===== config.mk =====
export PLATFORM = sky130hd
export DESIGN_NAME = seq_restoring_divider
export DESIGN_NICKNAME = d
export VERILOG_FILES = /design/src/rtl/seq_restoring_divider.sv
export SDC_FILE = /design/constraint.sdc
export NUM_CORES = 1
export LEC_CHECK = 0
export CAP_MARGIN = 10
export CORE_MARGIN = 3
export CORE_UTILIZATION = 30
export DETAILED_ROUTE_END_ITERATION = 10
export PLACE_DENSITY_LB_ADDON = 0.1
export SYNTH_ARGS = -nofsm -noshare
export SYNTH_HDL_FRONTEND = slang
export SYNTH_SLANG_ARGS = --single-unit

===== constraint.sdc =====
create_clock -name clk -period 4.65 [get_ports clk]
set_input_delay 1.1625 -clock clk [delete_from_list [all_inputs] [get_ports clk]]
set_output_delay 1.1625 -clock clk [all_outputs]
set_load 0.05 [all_outputs]

===== src/rtl/seq_restoring_divider.sv =====
// Sequential unsigned restoring divider: one quotient bit per clock.
// A start/busy/done handshake lets it sit beside the array multiplier.
module seq_restoring_divider #(
    parameter int WIDTH = 3
) (
    input  logic             clk,
    input  logic             rst,
    input  logic             start,
    input  logic [WIDTH-1:0] dividend,
    input  logic [WIDTH-1:0] divisor,
    output logic             busy,
    output logic             done,
    output logic [WIDTH-1:0] quotient,
    output logic [WIDTH-1:0] remainder,
    output logic             div_by_zero
);

    localparam int CW = $clog2(WIDTH);

    typedef enum logic [1:0] {
        IDLE,
        CALC,
        DONE
    } state_t;

    state_t           state;
    logic [WIDTH-1:0] q_reg;
    logic [WIDTH-1:0] d_reg;
    logic [WIDTH-1:0] r_reg;
    logic [CW-1:0]    cnt;

    logic [WIDTH:0]   t;
    logic             ge;
    logic [WIDTH-1:0] r_next;
    logic [WIDTH-1:0] q_next;

    // The trial value is one bit wider so divisors with the MSB set cannot overflow it.
    always_comb begin
        t      = {r_reg, q_reg[WIDTH-1]};
        ge     = (t >= {1'b0, d_reg});
        r_next = ge ? WIDTH'(t - {1'b0, d_reg}) : t[WIDTH-1:0];
        q_next = {q_reg[WIDTH-2:0], ge};
    end

    always_ff @(posedge clk) begin
        if (rst) begin
            state       <= IDLE;
            cnt         <= '0;
            q_reg       <= '0;
            d_reg       <= '0;
            r_reg       <= '0;
            busy        <= 1'b0;
            done        <= 1'b0;
            quotient    <= '0;
            remainder   <= '0;
            div_by_zero <= 1'b0;
        end else begin
            case (state)
                IDLE: begin
                    done <= 1'b0;
                    if (start) begin
                        q_reg       <= dividend;
                        d_reg       <= divisor;
                        r_reg       <= '0;
                        cnt         <= CW'(WIDTH - 1);
                        div_by_zero <= 1'b0;
                        busy        <= 1'b1;
                        if (divisor == '0) begin
                            quotient    <= '1;
                            remainder   <= dividend;
                            div_by_zero <= 1'b1;
                            done        <= 1'b1;
                            state       <= DONE;
                        end else begin
                            state <= CALC;
                        end
                    end
                end
                CALC: begin
                    q_reg <= q_next;
                    r_reg <= r_next;
                    cnt   <= cnt - CW'(1);
                    if (cnt == '0) begin
                        quotient  <= q_next;
                        remainder <= r_next;
                        done      <= 1'b1;
                        state     <= DONE;
                    end
                end
                DONE: begin
                    done  <= 1'b0;
                    busy  <= 1'b0;
                    state <= IDLE;
                end
                default: begin
                    done  <= 1'b0;
                    busy  <= 1'b0;
                    state <= IDLE;
                end
            endcase
        end
    end

endmodule


==> out/metrics.cfg <==
[critical_path]
r2r_setup_slack_ns=2.64
cp_max_fo=13
cp_data_arrival_time_ns=2.85
slowest_delay_ns=0.49
path_buf_inv=1
cpMaxStageDelayCell=clkdlybuf4s50_1
startpoint_type=input port
crit_type=input port to flop
crit_chain=clkdlybuf4s50_1, nor3b_2, a22o_1, nor2_1, a311oi_2
path_delay_family=compound AO/OA/AOI/OAI gates
crit_required_ns=4.86
crit_path_end_kind=flop

[yosys]
ys_ff_latch=22
ys_seq_area_share_pct=43.0
yosysWarnings=0
synth-edff-count=0
ys.flop_type=dfxtp_1
async_flop_share_pct=0
syn_nets=133
postSynthCellCount=119
avgSynthCellArea_um2=8.60
syn_area_mm2=0.00102
yosysUniqueCellTypes=31

[timing]
fin_crit_ns=2.64
setup_viol=0
tns_ns=0
post-route-period-util_pct=56.9
finClkSkew_ns=0.00278
tightest_slew_ns=0.844
rsz0062_at_grt=no
slew_headroom_pct=43.6
fmax_mhz=378
setup_ws_ns=2.01
maxSlewViolCount=0
hold_viol=0

[layout]
multi_input_area_um2=522
regArea_um2=440
fin_util_pct=39.2
fin_nets=149
n_fill_cell=357
stdcell_count=177
syn2layout_area_growth_pct=20.8
drive_gt1_share_pct=5.26
diodes=0

[cts]
cts.sinks=22
clockBufferDepth=2
ctsResizeCount=0
clkTransAtPathRegs_ns=0.11
h-tree-depth=1
ctsHoldBuffers=0
worstSkewPairLatency_ns=0.30
root_buffer=clkbuf_4
cts_tree=done
post_cts_buffers=0
cts_buffers=3

[floorplanning]
dieHeight_um=64.4
pin_count=18
initial_utilization_pct=32.5
core_mm2=0.00315
rows=20
die_area_mm2=0.00415
die_w_um=64.4

[placed_design]
placed_cells=174
io_buffers=17
dp_slack_ns=1.69
dp_hpwl_um=1610
place.gp.congestion=0.702

[grt]
antenna_found_initial=0
grt_max_degree=24
grt_pass1_vias=871
overflow=0
grt_usage_pct=11.6
grt_pass1_wl_um=3850

[routing]
via_per_inst=4.72
top_layer_used=met4
drc_errors=0
vias=835
drt-total-wl_um=2140
ant_nets=0
drt-met1-wl_um=1070
drt-pass1-iter-count=4
met3WireLength_um=81
post_drt_wl_per_cell_um=12.1
drt_first_iter_violations=30
wl_met2_um=968

[power_and_ir_drop]
p_leak_nw=0.449
p_per_area_mw_per_mm2=340
irDropWorstVdd_v=0.000153
p_total_mw=0.421

[run]
cap_violations=0

[outcome]
status=finished clean

[hold_path]
hold_class=flop to flop

[worst reg2reg max path: cells and delay by family (launching register included)]
kind            cells  cell delay (ns)
simple gates        2             0.60
fa+ha+maj           2             0.62
flops               1             0.38
buf+inv             1             0.06
compound gates      2             0.27
[cell usage after synthesis (all sizes together) (3+ instances only)]
cell type  count  area share (%)
nand2b         4             3.2
a211oi         4             2.9
nor2b          3             1.8
nand2         13             4.8
dfxtp         22              43
clkbuf         3             1.1
a311oi         6             5.7
ha             4             4.9
a21oi         11             5.4
inv            7             2.6
nor2          24             8.8
buf            3             2.3
[through the flow]
step,instance area (um^2),hold slack (ns)
after floorplan,1020,0.437
after global placement,1210,0.448
after detailed placement,1210,0.451
after CTS,1240,0.471
after global routing,1240,0.506
final,1240,0.468
[where the power goes]
group,switching (mW),internal (mW)
Clock,0.0536,0.0302
Combinational,0.0733,0.0471
Sequential,0.0113,0.205
Total,0.138,0.283
[final timing paths]
kind                            cells past startpoint                         to                      from
worst min register to register                      2   div_by_zero$_SDFFE_PP0P_  div_by_zero$_SDFFE_PP0P_
worst min-delay path                                2   div_by_zero$_SDFFE_PP0P_  div_by_zero$_SDFFE_PP0P_
worst max-delay path                                5  remainder[2]$_SDFFE_PP0P_                     start
worst max register to register                      7  remainder[2]$_SDFFE_PP0P_     q_reg[2]$_SDFFE_PP0P_
[per-layer routing]
layer	GRT usage, %	vias up
li1	-	444
met1	14.5	376
met2	19.5	13
met3	3.99	2
met4	2.37	0
met5	0	-
[area by class of cell]
type                    instances  area share [%]
well taps                      44            4.45
repair buffers                 17            13.8
flip-flops and latches         22            35.6
multi-input cells              84            42.2
clock buffers                   3            1.82
inverters                       7            2.13
[logic make-up (layout without fill, tap and decap cells)]
family                     after synthesis  count (layout)  share of synthesized area (%)
DFF                                     22              22                           43.0
AOI/OAI and AO/OA                       28              28                           19.8
and+or+nand+nor                         50              50                           23.4
buffers and inverters                   13              27                           5.99
adders and majority gates                5               5                           6.85
muxes                                    1               1                          0.978
[cells in the final DEF, fill, tap and decap left out]
| cell type | Yosys | routed |
|---|---|---|
| a211oi_1 | 4 | 4 |
| a21oi_1 | 11 | 11 |
| a221oi_1 | 1 | 1 |
| a22o_1 | 1 | 1 |
| a311o_1 | 1 | 1 |
| a311oi_1 | 5 | 5 |
| a311oi_2 | 1 | 1 |
| clkbuf_4 | 0 | 3 |
| clkdlybuf4s50_1 | 0 | 17 |
| dfxtp_1 | 22 | 22 |
| fa_1 | 1 | 1 |
| ha_1 | 4 | 4 |
| inv_1 | 7 | 7 |
| mux2i_1 | 1 | 1 |
| nand2_1 | 13 | 13 |
| nand2b_1 | 3 | 3 |
| nand2b_4 | 1 | 1 |
| nand3b_1 | 1 | 1 |
| nor2_1 | 24 | 24 |
| nor2b_1 | 3 | 3 |
| nor3_1 | 1 | 1 |
| nor3b_2 | 1 | 1 |
| o21ai_0 | 1 | 1 |
| o221ai_1 | 1 | 1 |
| o22a_1 | 1 | 1 |
| o41ai_1 | 1 | 1 |
| or2_0 | 1 | 1 |
| or2_1 | 1 | 1 |
| or4_4 | 1 | 1 |
(Power assumes the default switching activity.)
